### src/rtl/debounce_pkg.sv
// -----------------------------------------------------------------------------
// debounce_pkg
// Shared definitions for the push-button debouncer: the FSM state encoding and
// the helper that sizes the stable-sample counter.
// -----------------------------------------------------------------------------
package debounce_pkg;

  // STABLE_* states hold an accepted level; WAIT_* states are qualifying a
  // candidate new level. Bit 1 of the encoding equals the debounced level.
  typedef enum logic [1:0] {
    STABLE_LOW  = 2'b00,
    WAIT_HIGH   = 2'b01,
    STABLE_HIGH = 2'b10,
    WAIT_LOW    = 2'b11
  } state_t;

  // Counter must hold 0 .. stable_cycles-1. Never returns less than one bit.
  function automatic int cnt_width(input int stable_cycles);
    int w;
    w = $clog2(stable_cycles);
    return (w < 1) ? 1 : w;
  endfunction

endpackage

### src/rtl/synchronizer.sv
// -----------------------------------------------------------------------------
// synchronizer
// N-stage, 1-bit shift-register synchroniser for an asynchronous input.
// All stages clear to 0 on reset. Used by several front-end blocks.
//
// Ports:
//   clk  - destination clock
//   rst  - asynchronous, active-high reset
//   i_d  - asynchronous input
//   o_q  - synchronised output (last stage)
// -----------------------------------------------------------------------------
module synchronizer #(
  parameter int STAGES = 2
) (
  input  logic clk,
  input  logic rst,
  input  logic i_d,
  output logic o_q
);

  logic [STAGES-1:0] r_sync;

  always_ff @(posedge clk or posedge rst) begin
    if (rst) begin
      r_sync <= '0;
    end else begin
      r_sync <= {r_sync[STAGES-2:0], i_d};
    end
  end

  assign o_q = r_sync[STAGES-1];

endmodule

### src/rtl/button_debouncer.sv
// -----------------------------------------------------------------------------
// button_debouncer
// Conditions a raw mechanical button/switch input: synchronises it, rejects
// contact bounce and produces a clean level plus one-cycle press/release
// strobes. press_pulse is meant to drive a counter enable directly.
//
// Ports:
//   clk           - system clock
//   rst           - asynchronous, active-high reset
//   btn_in        - raw input, asynchronous, may bounce
//   btn_level     - debounced level (registered)
//   press_pulse   - one-cycle strobe on an accepted 0->1 (registered)
//   release_pulse - one-cycle strobe on an accepted 1->0 (registered)
//
// state       | meaning
// ------------+-------------------------------------------------------------
// STABLE_LOW  | accepted level 0, watching for s=1
// WAIT_HIGH   | s went 1, counting consecutive 1 samples; any 0 aborts
// STABLE_HIGH | accepted level 1, watching for s=0
// WAIT_LOW    | s went 0, counting consecutive 0 samples; any 1 aborts
// -----------------------------------------------------------------------------
module button_debouncer
  import debounce_pkg::*;
#(
  parameter int STABLE_CYCLES = 16,
  parameter int SYNC_STAGES   = 2
) (
  input  logic clk,
  input  logic rst,
  input  logic btn_in,
  output logic btn_level,
  output logic press_pulse,
  output logic release_pulse
);

  localparam int              CNT_W    = cnt_width(STABLE_CYCLES);
  localparam logic [CNT_W-1:0] CNT_TERM = CNT_W'(STABLE_CYCLES - 1);

  logic             w_s;
  state_t           r_state;
  state_t           w_state_nxt;
  logic [CNT_W-1:0] r_cnt;
  logic [CNT_W-1:0] w_cnt_nxt;
  logic             w_press_nxt;
  logic             w_release_nxt;
  logic             r_level;
  logic             r_press;
  logic             r_release;

  synchronizer #(
    .STAGES(SYNC_STAGES)
  ) u_sync (
    .clk (clk),
    .rst (rst),
    .i_d (btn_in),
    .o_q (w_s)
  );

  // The sample that moves us out of a STABLE state counts as the first of
  // the STABLE_CYCLES+1 required, so the counter starts at 0 on WAIT entry
  // and acceptance happens on the sample that finds it at the terminal value.
  always_comb begin
    w_state_nxt   = r_state;
    w_cnt_nxt     = r_cnt;
    w_press_nxt   = 1'b0;
    w_release_nxt = 1'b0;
    unique case (r_state)
      STABLE_LOW: begin
        if (w_s) begin
          w_state_nxt = WAIT_HIGH;
          w_cnt_nxt   = '0;
        end
      end
      WAIT_HIGH: begin
        if (!w_s) begin
          w_state_nxt = STABLE_LOW;
        end else if (r_cnt == CNT_TERM) begin
          w_state_nxt = STABLE_HIGH;
          w_press_nxt = 1'b1;
        end else begin
          w_cnt_nxt = r_cnt + 1'b1;
        end
      end
      STABLE_HIGH: begin
        if (!w_s) begin
          w_state_nxt = WAIT_LOW;
          w_cnt_nxt   = '0;
        end
      end
      WAIT_LOW: begin
        if (w_s) begin
          w_state_nxt = STABLE_HIGH;
        end else if (r_cnt == CNT_TERM) begin
          w_state_nxt   = STABLE_LOW;
          w_release_nxt = 1'b1;
        end else begin
          w_cnt_nxt = r_cnt + 1'b1;
        end
      end
      default: begin
        w_state_nxt = STABLE_LOW;
        w_cnt_nxt   = '0;
      end
    endcase
  end

  // Level is registered from the next state so it moves in the same cycle
  // as the matching strobe.
  always_ff @(posedge clk or posedge rst) begin
    if (rst) begin
      r_state   <= STABLE_LOW;
      r_cnt     <= '0;
      r_level   <= 1'b0;
      r_press   <= 1'b0;
      r_release <= 1'b0;
    end else begin
      r_state   <= w_state_nxt;
      r_cnt     <= w_cnt_nxt;
      r_level   <= (w_state_nxt == STABLE_HIGH) || (w_state_nxt == WAIT_LOW);
      r_press   <= w_press_nxt;
      r_release <= w_release_nxt;
    end
  end

  assign btn_level     = r_level;
  assign press_pulse   = r_press;
  assign release_pulse = r_release;

`ifndef SYNTHESIS
  a_pulses_exclusive : assert property (
    @(posedge clk) disable iff (rst) !(press_pulse && release_pulse));
  a_press_one_cycle : assert property (
    @(posedge clk) disable iff (rst) press_pulse |=> !press_pulse);
  a_release_one_cycle : assert property (
    @(posedge clk) disable iff (rst) release_pulse |=> !release_pulse);
`endif

endmodule

### config.mk
export PLATFORM = sky130hd
export DESIGN_NAME = button_debouncer
export DESIGN_NICKNAME = d
export VERILOG_FILES = /design/src/rtl/debounce_pkg.sv /design/src/rtl/synchronizer.sv /design/src/rtl/button_debouncer.sv
export SDC_FILE = /design/constraint.sdc
export NUM_CORES = 1
export LEC_CHECK = 0
export ABC_AREA = 1
export CORE_AREA = 2 2 39 41
export DETAILED_ROUTE_END_ITERATION = 10
export DIE_AREA = 0 0 41 43
export MAX_ROUTING_LAYER = met4
export PLACE_DENSITY_LB_ADDON = 0.3
export SLEW_MARGIN = 30
export SYNTH_ARGS = -nofsm -noshare
export SYNTH_HDL_FRONTEND = slang
export SYNTH_SLANG_ARGS = --single-unit
### constraint.sdc
create_clock -name clk -period 1.56 [get_ports clk]
set_clock_uncertainty 0.2 [all_clocks]
set_input_delay 0.312 -clock clk [delete_from_list [all_inputs] [get_ports clk]]
set_output_delay 0.312 -clock clk [all_outputs]
set_load 0.01 [all_outputs]
---- After elaboration in Yosys (flattened, before gate mapping) ----
Cells that the tools add are included.
cells by class
  add/sub/neg operators ................... 1
  eq/ne operators ......................... 10
  muxes and demuxes ....................... 18
  reductions and logical operators ........ 3
operator list
  cell                                                                      number
  4-bit two-way mux                                                         5
  4-bit case mux with 4 select lines                                        1
  2-bit two-way mux                                                         6
  2-bit equality test (second input constant)                               4
  2-bit case mux with 4 select lines                                        1
  1-bit two-way mux                                                         5
  4-bit by 1-bit adder with 4-bit output (second input constant)            1
  4-bit equality test (second input constant)                               1
  2-bit by 1-bit inequality test with 1-bit output (second input constant)  2
  2-bit inequality test (second input constant)                             2
  4-bit AND reduction                                                       1
  2-bit by 1-bit equality test with 1-bit output (second input constant)    1
  2-bit logical NOT                                                         1
  1-bit logical OR                                                          1
storage, ports and cells
  bits in registers ....................... 11
  bits of input ports ..................... 3
  output and inout bits ................... 3
  word-level logic and storage cells ...... 38

---- Logic depth before layout (Yosys ltp) ----
Gate-level depths: netlist of the first run.
  depth after elaboration ................. 6
  depth in mapped cells ................... 8
  gate-level depth less buffers ........... 8

---- Modules after synthesis ----
Synthesis of the first run repeated with hierarchy kept, for this count alone.
unflattened totals
  cell total of the unflattened synthesis .. 51
  area total of the unflattened synthesis .. 440.4 um^2
modules (own cells, without submodules)
  module            times used  cells each  area an instance (um^2)  seq. area each (um^2)
  button_debouncer  1           48          386.6                    200.2
  synchronizer      1           3           53.8                     50.0

---- Worst setup path before layout of the first run ----
No wires, ideal clock.
  path kind ............................... flip-flop to flip-flop
  from .................................... reg r_cnt[0]
  to ...................................... reg r_cnt[2]
  setup time .............................. 0.126 ns
  arrival time ............................ 0.984 ns
  required time ........................... 1.234 ns
  slack ................................... 0.250 ns
  stages on the path, launching flop included .. 8
  buffers on the path ..................... 0
  clock period less this slack ............ 1.310 ns
  cell sequence ........................... dfrtp_1 -> ha_1 -> nand2_1 -> inv_2 -> nand2_4 -> nand2_4 -> nand2_1 -> o21ai_0
on the way
  word-level cells in the longest chain between the ends .. 4
  elaborated cells between the ends (all ways) .. 6
  classes of those cells .................. 1 x add/sub; 1 x eq/ne; 4 x mux
ends and longest elaborated chain
  element                                                                        line                                            source
  from (decl)                                                                    button_debouncer.sv:42                          logic [CNT_W-1:0] r_cnt;
  from (signal assigned)                                                         button_debouncer.sv:118                         r_cnt <= w_cnt_nxt;
  4-bit by 1-bit adder with 4-bit output or 4-bit equality test (tied branches)  --
  4-bit two-way mux *                                                            button_debouncer.sv:77, button_debouncer.sv:93
  4-bit two-way mux, on equally long branches                                    button_debouncer.sv:91, button_debouncer.sv:75
  4-bit case mux with 4 select lines *                                           button_debouncer.sv:67                          unique case (r_state)
Every way passes the cells marked *; elsewhere a longest branch is shown, timed or not. The select of a mux whose other input is x is not followed.
A chain may end at the register's enable or synchronous reset.

---- Worst setup path after layout of the first run ----
  from .................................... reg r_level (netlist: btn_level)
  to ...................................... out btn_level
RTL lines
  element                 line                     source
  from (decl)             button_debouncer.sv:46   logic r_level;
  from (signal assigned)  button_debouncer.sv:119  r_level <= (w_state_nxt == STABLE_HIGH) || (w_state_nxt == WAIT_LOW);
  to (decl)               button_debouncer.sv:31   output logic btn_level,
No word-level cell between the ends.

==> reports/metrics.cfg, run 1 <==
[setup_path]
cp_slowest_stage_delay_ps=390
setup.worst_path.start_class=flip-flop
path_delay_family=flip-flops
path_buf_inv=1
cp-end-kind=output port
critPathKind=flip-flop to output port
cp_cell_sequence=dlygate4sd2_1
slowest_stage=dfrtp_1
cp_max_fo=3
critPathArrivalTime_ps=940
crit_required_ps=1050

[status]
status=complete, no violations

[timing]
fin_tns_setup_ps=0
rsz0062_at_grt=false
fin_crit_sh_pct=92.92
fin_crit_ps=1450
hold_viol=0
fin_ws_ps=110.4
fin_hold_ws_ps=116.6
setup_viol=0
slew_headroom_pct=74.55
max_clock_freq_mhz=689.9
tightest_slew_ps=381.3
drv_slew=0

[power_and_ir_drop]
vdd_drop_max_mv=0.3179
leakagePower_uw=0.0002973
powerDensity_mw_per_mm2=943.4

[layout]
synthToLayoutAreaGrowth_pct=20.00
final_layout_size_suffix_gt1_share_pct=15.25
design_area_sq_um=533.0
fillerInstances=147
fin_util_pct=38.52
layout.nets=65
diodes=0

[drt]
remaining_drc_errors=0
wire_per_inst_microns=9.147
drt_wl_total_microns=686
first_iter_violations=6
antenna_left=0
viasPerCell=4.533
vias=340
first_pass_iters=4

[grt]
grt_pass1_vias=310
grt_max_degree=11
antenna_found_initial=0
grt_pass1_wl_microns=1186
grt.overflow.total=0
globalRouteTotalUtil_pct=10.84

[clock_network]
clk_latency_ps=270
cts_hold_buf=0
cts_max_level=1
cts-resized-gates=3
cts_tree=built
cts_buffer_depth=2
cts_root_buffer=clkbuf_4
cts_setup_buffers=0
clock-sinks=10
cts_buffers=3
path_clk_slew_ps=60

[floorplan]
rows=14
io_pins=6
die_x_microns=41
start_util_pct=32.10
die_h_microns=43
die_area_sq_mm=0.001763
core_sq_mm=0.001384

[flow_run]
drv_cap=0

[yosys]
synth_top_cell_by_area=dfrtp_1
syn_nets=55
ys_top_cells_by_area=dfrtp_1 56%, nand2_1 15%, inv_1 5.9%, nand2_4 5.1%, o21ai_0 3.4%
synth_cells=51
avgSynthCellArea_sq_um=8.709
post_synth_num_cell_types=13
ys_seq_area_share_pct=56.34
synth_area_sq_um=444.2
synth_top_area_share_pct=56.34
ys_ff_latch=10
ys_warn_count=0

[placed_design]
gp_routability_congestion=0.7304
place_area_sq_um=514.2
io_buffers=5
dpl_worst_slack_ps=158.7

[hold_path]
hp-class=input port to asynchronous set/reset pin

[synthesized netlist by cell type (all sizes together)]
cell   number
a21oi       1
dfrtp      10
nand4       1
nor2        2
o21ai       3
nand2      20
nor3        1
ha          1
nand3       2
inv        10
[where the power goes]
group          internal (uW)  switching, uW
registers                272           15.5
logic                   17.3           23.1
clock network           89.1           85.4
total                    379            124
[through the flow]
stage / power, uW / std cells
floorplan: 318.4 / 51
global placement: 331.0 / 72
detailed placement: 333.1 / 72
CTS: 507.2 / 75
global route: 526.2 / 75
finish: 502.8 / 75
[final timing paths]
check                      depth (start not counted)        startpoint  slack [ps]               end
max                                                1         btn_level         110         btn_level
min                                                2               rst         120  u_sync.r_sync[0]
max reg2reg                                        7          r_cnt[0]         150          r_cnt[0]
min reg2reg                                        0  u_sync.r_sync[0]         160  u_sync.r_sync[1]
max in group asynchronous                          2               rst         770          r_cnt[1]
min in group clk                                   0  u_sync.r_sync[0]         160  u_sync.r_sync[1]
[cell type report]
| type | instances | area, sq um | area share [%] |
|---|---|---|---|
| timing repair buffer | 5 | 46.29 | 8.685 |
| sequential | 10 | 250.2 | 46.95 |
| multi-input combinational | 31 | 156.4 | 29.34 |
| tap | 16 | 20.02 | 3.756 |
| clock buffer | 3 | 22.52 | 4.225 |
| inverter | 10 | 37.54 | 7.042 |
[state kept, by name (all words and copies together), names as in the netlist]
signal	count
press_pulse	1
btn_level	1
r_cnt	4
release_pulse	1
u_sync.r_sync	2
r_state	1
[routing by layer]
| layer | track usage [%] | part of all wire (%) | vias up |
|---|---|---|---|
| met5 | - | 0 | - |
| met4 | 10.00 | 3.5 | 0 |
| met3 | 3.141 | 4.5 | 3 |
| met2 | 15.94 | 49 | 10 |
| met1 | 10.74 | 43 | 157 |
| li1 | - | - | 170 |
[layout by cell type, fill, tap and decap left out, types with 2 or more instances in the layout]
cell	n
clkdlybuf4s50_1	2
nand2_1	18
nor2_1	2
clkbuf_4	3
dlygate4sd2_1	3
o21ai_0	3
inv_2	3
nand2_4	2
inv_1	7
dfrtp_1	10
[kinds of logic (layout without fill, tap and decap cells)]
| family | after synthesis | in the layout | synth area share, % |
|---|---|---|---|
| buffers and inverters | 10 | 18 | 8.452 |
| DFF | 10 | 10 | 56.34 |
| AOI/OAI and AO/OA | 4 | 4 | 4.505 |
| adders and majority gates | 1 | 1 | 2.816 |
| and+or+nand+nor | 26 | 26 | 27.89 |
Power figures use the tool's default switching activity.
==> inputs of run 2 (changes only) <==
--- a/config.mk
+++ b/config.mk
@@ -5,7 +5,7 @@
 export SDC_FILE = /design/constraint.sdc
 export NUM_CORES = 1
 export LEC_CHECK = 0
-export ABC_AREA = 1
+export CAP_MARGIN = 20
 export CORE_AREA = 2 2 39 41
 export DETAILED_ROUTE_END_ITERATION = 10
 export DIE_AREA = 0 0 41 43
==> reports/metrics.cfg, run 2 <==
[grt]
grt.met3_usage_pct=3.141  ; unchanged
antenna_found_initial=0  ; unchanged
grt_max_degree=11  ; unchanged
globalRouteTotalUtil_pct=11.49  ; +0.65 points
gr-usage-met1_pct=11.49  ; +0.75 points
use_met2_pct=17.19  ; +1.3 points
grt_pass1_vias=311  ; +0.32%
busiest_layer=met2
grt.overflow.total=0  ; unchanged
grt_pass1_wl_microns=1221  ; +3.0%

[layout]
final_layout_size_suffix_gt1_share_pct=39.58  ; +24 points
synthToLayoutAreaGrowth_pct=38.02
largest_register_ffs=4  ; unchanged
top_register=r_cnt
layout.nets=53  ; -18%
reg_top3=r_cnt (4), u_sync.r_sync (2)
final_cell_mix=9 x dfrtp_1, 7 x buf_4, 3 x inv_1, 3 x clkbuf_4, 3 x dlygate4sd2_1
final_common_cell=dfrtp_1
diodes=0  ; unchanged

[yosys]
yosys.area_share.simple_pct=16.17  ; -12 points
post_synth_num_cell_types=18  ; +5
syn_nets=36  ; -35%
synthMuxAreaShare_pct=6.287  ; +6.3 points
ys_warn_count=0  ; unchanged
synth_top_area_share_pct=59.88  ; +3.5 points
synth_top_cells_by_count=10 x dfrtp_1, 3 x inv_1, 2 x a21oi_1, 2 x nand4_1, 2 x nor3b_1
async_flop_share_pct=100.0  ; unchanged
synth_top_family_by_area=simple AND/OR/NAND/NOR gates
ys_seq_area_share_pct=59.88  ; +3.5 points
avgSynthCellArea_sq_um=13.06  ; +50%
synth-main-ff-cell=dfrtp_1
yosysMostFrequentCell=dfrtp_1
synth_xor_area_share_pct=3.892  ; +3.9 points
ys_top_cells_by_area=dfrtp_1 60%, xor2_2 3.9%, mux2_4 3.6%, nor3b_1 3.6%, nor4b_2 3.6%
synth_area_sq_um=417.9  ; -5.9%
synth_edf_count=0  ; unchanged
synth_cells=32  ; -37%
yosys.area_share.adder_pct=2.994  ; +0.18 points
ys_ff_latch=10  ; unchanged
synth_compound_area_share_pct=8.084  ; +3.6 points
synth_top_cell_by_area=dfrtp_1

[hold_path]
hp-class=input port to asynchronous set/reset pin

[setup_path]
setup.worst_path.start_class=flip-flop
path_buf_inv=1  ; unchanged
crit_required_ps=1510  ; +460 ps
cp-end-kind=flip-flop
cp_max_fo=4  ; +1
cp_slowest_stage_delay_ps=380  ; about the same
slowest_stage=dfrtp_1
path_delay_family=flip-flops
cp_cell_sequence=ha_2 > nand4_1 > buf_4 > mux2_2
critPathArrivalTime_ps=1460  ; +520 ps
critPathKind=flip-flop to flip-flop

[clock_network]
cts_buffers=3  ; unchanged
clk_latency_ps=260  ; about the same
cts_root_buffer=clkbuf_4
cts_max_level=1  ; unchanged
cts_tree=built
cts_buffer_depth=2  ; unchanged
clock-sinks=10  ; unchanged
path_clk_slew_ps=70  ; about the same

[timing]
max_clock_freq_mhz=660.2  ; -4.3%
hold_viol=0  ; unchanged
slew_headroom_pct=76.03  ; +1.5 points
fin_tns_setup_ps=0  ; unchanged
drv_slew=0  ; unchanged
tightest_slew_ps=359.2  ; -22.09 ps
setup_viol=0  ; unchanged
fin_crit_sh_pct=97.10  ; +4.2 points
fin_crit_ps=1515  ; +65.20 ps

[power_and_ir_drop]
leakagePower_uw=0.0002980  ; +0.23%
powerDensity_mw_per_mm2=1051  ; +11%
vdd_drop_max_mv=0.4599  ; +45%
p_total_uw=606.2  ; +21%

[drt]
wire_per_inst_microns=11.59  ; +27%
vias=297  ; -13%
drt_wl_total_microns=742  ; +8.2%
first_pass_iters=4  ; unchanged
remaining_drc_errors=0  ; unchanged
antenna_left=0  ; unchanged
viasPerCell=4.641  ; +2.4%
first_iter_violations=3  ; -3

[floorplan]
die_area_sq_mm=0.001763  ; unchanged
rows=14  ; unchanged
die_h_microns=43  ; unchanged
io_pins=6  ; unchanged
die_x_microns=41  ; unchanged
start_util_pct=30.20  ; -1.9 points
core_sq_mm=0.001384  ; unchanged

[placed_design]
gp_routability_congestion=0.6346  ; -13%
io_buffers=5  ; unchanged
hpwl_microns=582

[flow_run]
drv_cap=0  ; unchanged

[status]
status=complete, no violations

## run 2: cell count changes in the layout (fill, tap and decap cells not counted), moves of 3 or more
cell     previous run  this run
nand2_1            18         1
buf_4               0         7
inv_1               7         3
inv_2               3         0
## run 2: kinds of logic after synthesis
| group | Yosys count |
|---|---|
| xor+xnor | 1 |
| buf+inv | 3 |
| fa+ha+maj | 1 |
| flops | 10 |
| compound gates | 5 |
| simple gates | 10 |
| mux | 2 |
## run 2: through the flow
stage	cells	setup WS [ps]	utilization (%)	instance area [sq um]	hold slack (ps)
after detailed placement	57	15.77	37.43	518.0	134.7
after floorplan	32	48.32	-	417.9	-47.82
after global placement	57	49.14	37.43	518.0	140.7
after global routing	64	-4.625	41.68	576.8	133.5
final	64	45.23	41.68	576.8	116.9
after CTS	61	4.318	39.87	551.8	119.5
## run 2: timing repair
action	4_1_cts	5_1_grt
setup buffers	0	3
pin swaps	0	2
gates resized for setup	4	1
hold buffers	0	0
endpoints found under the setup margin	3	2
## run 2: path summary, 6_finish.rpt
check	slack [ps]	cells after the start	start	endpoint
setup / recovery	50	4	r_cnt[0]	btn_level
hold / removal	120	2	rst	u_sync.r_sync[0]
setup reg to reg	50	4	r_cnt[0]	btn_level
hold reg to reg	150	0	u_sync.r_sync[0]	u_sync.r_sync[1]
max in group asynchronous	760	2	rst	btn_level
min in group clk	150	0	u_sync.r_sync[0]	u_sync.r_sync[1]
## run 2: per-layer routing
layer / vias to the layer above / part of all wire, %
met3: 0 / 3.1
met1: 147 / 40
met5: - / 0
li1: 145 / -
met4: 0 / 0
met2: 5 / 57
## run 2: final cells by class
cell class	instances	area, sq um
clock buffers	4	36.28
fillers	128	807.0
inverters	3	11.26
multi-input cells	19	158.9
flip-flops and latches	10	251.5
well taps	16	20.02
repair buffers	12	98.84
## run 2: report_power, final
part | total, uW | internal [uW] | switching, uW
Sequential | 299 | 280 | 18.9
Clock | 226 | 142 | 85.0
Combinational | 80.4 | 49.9 | 30.5
Total | 606 | 472 | 134
==> inputs of run 3 (changes only) <==
--- a/config.mk
+++ b/config.mk
@@ -6,6 +6,8 @@
 export NUM_CORES = 1
 export LEC_CHECK = 0
 export CAP_MARGIN = 20
+export CELL_PAD_IN_SITES_DETAIL_PLACEMENT = 0
+export CELL_PAD_IN_SITES_GLOBAL_PLACEMENT = 1
 export CORE_AREA = 2 2 39 41
 export DETAILED_ROUTE_END_ITERATION = 10
 export DIE_AREA = 0 0 41 43
==> reports/metrics.cfg, run 3 (synthesis gave the netlist of run 2 again) <==
[status]
status=complete, no violations

[grt]
antenna_found_initial=0  ; unchanged
globalRouteTotalUtil_pct=9.937  ; -1.6 points
grt_pass1_wl_microns=1117  ; -8.5%
grt_pass1_vias=283  ; -9.0%
grt_max_degree=11  ; unchanged
grt.overflow.total=0  ; unchanged

[timing]
hold_viol=0  ; unchanged
setup_viol=0  ; unchanged
drv_slew=0  ; unchanged
slew_headroom_pct=75.82  ; -0.21 points
fin_ws_ps=32.92  ; -12.31 ps
fin_crit_sh_pct=97.89  ; +0.79 points
max_clock_freq_mhz=654.8  ; -0.81%
tightest_slew_ps=362.4  ; +3.154 ps
fin_crit_ps=1527  ; +12.31 ps

[setup_path]
cp_cell_sequence=ha_1 > nand4_1 > buf_4 > mux2_2
path_buf_inv=1  ; unchanged
cp_slowest_stage_delay_ps=390  ; about the same
reg2reg_from=r_cnt[0]
cp_max_fo=3  ; -1
cp-end-kind=flip-flop
critPathArrivalTime_ps=1470  ; about the same
r2r_end=btn_level
crit_required_ps=1500  ; about the same
rrSetupSlack_ps=30  ; about the same
endpoint=btn_level
critPathKind=flip-flop to flip-flop
cp_num_cells=4  ; unchanged
setup.worst_path.start_class=flip-flop
ff2ff_path_depth=4  ; unchanged
critPathLaunch=r_cnt[0]
slowest_stage=dfrtp_1
path_delay_family=flip-flops

[clock_network]
cts_buffers=3  ; unchanged
cts_max_level=1  ; unchanged
clk_latency_ps=250  ; about the same
path_clk_slew_ps=60  ; about the same
clock-sinks=10  ; unchanged
cts_hold_buf=0  ; unchanged
cts_buffer_depth=2  ; unchanged
cts_root_buffer=clkbuf_4
cts_tree=built

[power_and_ir_drop]
power_switching_share_pct=23.58  ; +1.4 points
leakagePower_uw=0.0002929  ; -1.7%
p_total_uw=541.4  ; -11%
vdd_drop_max_mv=0.4632  ; +0.73%
clockPowerShare_pct=30.8  ; -6.6 points
powerDensity_mw_per_mm2=961.6  ; -8.5%
internal_power_uw=413.8  ; -12%
seq_power_share_pct=55.6  ; +6.2 points
combPwrFrac_pct=13.6  ; +0.3 points
switching_power_uw=127.7  ; -5.0%

[placed_design]
place_area_sq_um=510.5  ; -1.4%
io_buffers=5  ; unchanged
dp_cells=56  ; -1.8%
gp_routability_congestion=0.6756  ; +6.5%
dpl_worst_slack_ps=11.54  ; -4.227 ps
hpwl_microns=488.9  ; -16%

[hold_path]
hp-class=input port to asynchronous set/reset pin

[layout]
final_common_cell=dfrtp_1
fillerInstances=139  ; +8.6%
largest_register_ffs=4  ; unchanged
final_layout_size_suffix_gt1_share_pct=32.61  ; -7.0 points
synthToLayoutAreaGrowth_pct=34.73
reg_top3=r_cnt (4), u_sync.r_sync (2)
design_area_sq_um=563.0  ; -2.4%
layout.nets=52  ; -1.9%
diodes=0  ; unchanged
stdcell_count=62  ; -3.1%
top_register=r_cnt
final_cell_mix=10 x dfrtp_1, 6 x buf_4, 3 x inv_1, 3 x clkbuf_4, 3 x dlygate4sd2_1

[drt]
remaining_drc_errors=0  ; unchanged
drt_wl_total_microns=683  ; -8.0%
wire_per_inst_microns=11.02  ; -5.0%
first_iter_violations=7  ; +4
first_pass_iters=4  ; unchanged
vias=285  ; -4.0%
viasPerCell=4.597  ; -0.94%
antenna_left=0  ; unchanged

[floorplan]
rows=14  ; unchanged
start_util_pct=30.20  ; unchanged
die_x_microns=41  ; unchanged
core_sq_mm=0.001384  ; unchanged
die_area_sq_mm=0.001763  ; unchanged
die_h_microns=43  ; unchanged
io_pins=6  ; unchanged

[flow_run]
drv_cap=0  ; unchanged

## run 3: cell type report
type / count / area, sq um / share of cell area (%)
clock buffers: 3 / 22.52 / 4.000
flip-flops and latches: 10 / 250.2 / 44.44
repair buffers: 11 / 91.34 / 16.22
well taps: 16 / 20.02 / 3.556
multi-input cells: 19 / 167.7 / 29.78
inverters: 3 / 11.26 / 2.000
## run 3: power groups by stage
| stage | combinational (uW) | clock (uW) | sequential, uW |
|---|---|---|---|
| finish | 73.6 | 167 | 301 |
| global route | 82.6 | 193 | 303 |
| CTS | 71.8 | 174 | 300 |
| detailed placement | 71.0 | 0 | 305 |
| global placement | 69.4 | 0 | 304 |
| floorplan | 40.5 | 0 | 302 |
## run 3: worst min-delay path by stage
| stage | start | to | slack, ps | cells after the start |
|---|---|---|---|---|
| 6_report | rst | r_cnt[1] | 120 | 2 |
| 5_1_grt | rst | u_sync.r_sync[1] | 140 | 2 |
| 4_1_cts | rst | r_cnt[1] | 120 | 2 |
| 3_5_place_dp | u_sync.r_sync[0] | u_sync.r_sync[1] | 150 | 0 |
| 3_3_place_gp | u_sync.r_sync[0] | u_sync.r_sync[1] | 140 | 0 |
| 2_1_floorplan | rst | btn_level | -50 | 1 |
## run 3: per-stage QoR
step / utilization (%) / hold WS, ps / TNS, ps
global placement: 36.89 / 140.4 / 0
finish: 40.69 / 120.6 / 0
CTS: 38.79 / 123.6 / 0
global route: 40.69 / 140.5 / -0.7029
floorplan: - / -47.82 / 0
detailed placement: 36.89 / 145.2 / 0
## run 3: layer usage
layer  wire length, microns  global-route usage (%)  vias up  share of wire (%)
met3                     46                   4.712        0                6.7
met4                      0                   4.000        0                  0
met1                    294                   12.54      133                 43
li1                       -                       -      143                  -
met2                    342                   13.44        9                 50
met5                      0                       -        -                  0
## run 3: what timing repair did
| action | 4_1_cts | 5_1_grt |
|---|---|---|
| gates resized for setup | 3 | 1 |
| pin swaps | 1 | 0 |
| endpoints found under the setup margin | 4 | 3 |
| setup buffers | 1 | 2 |
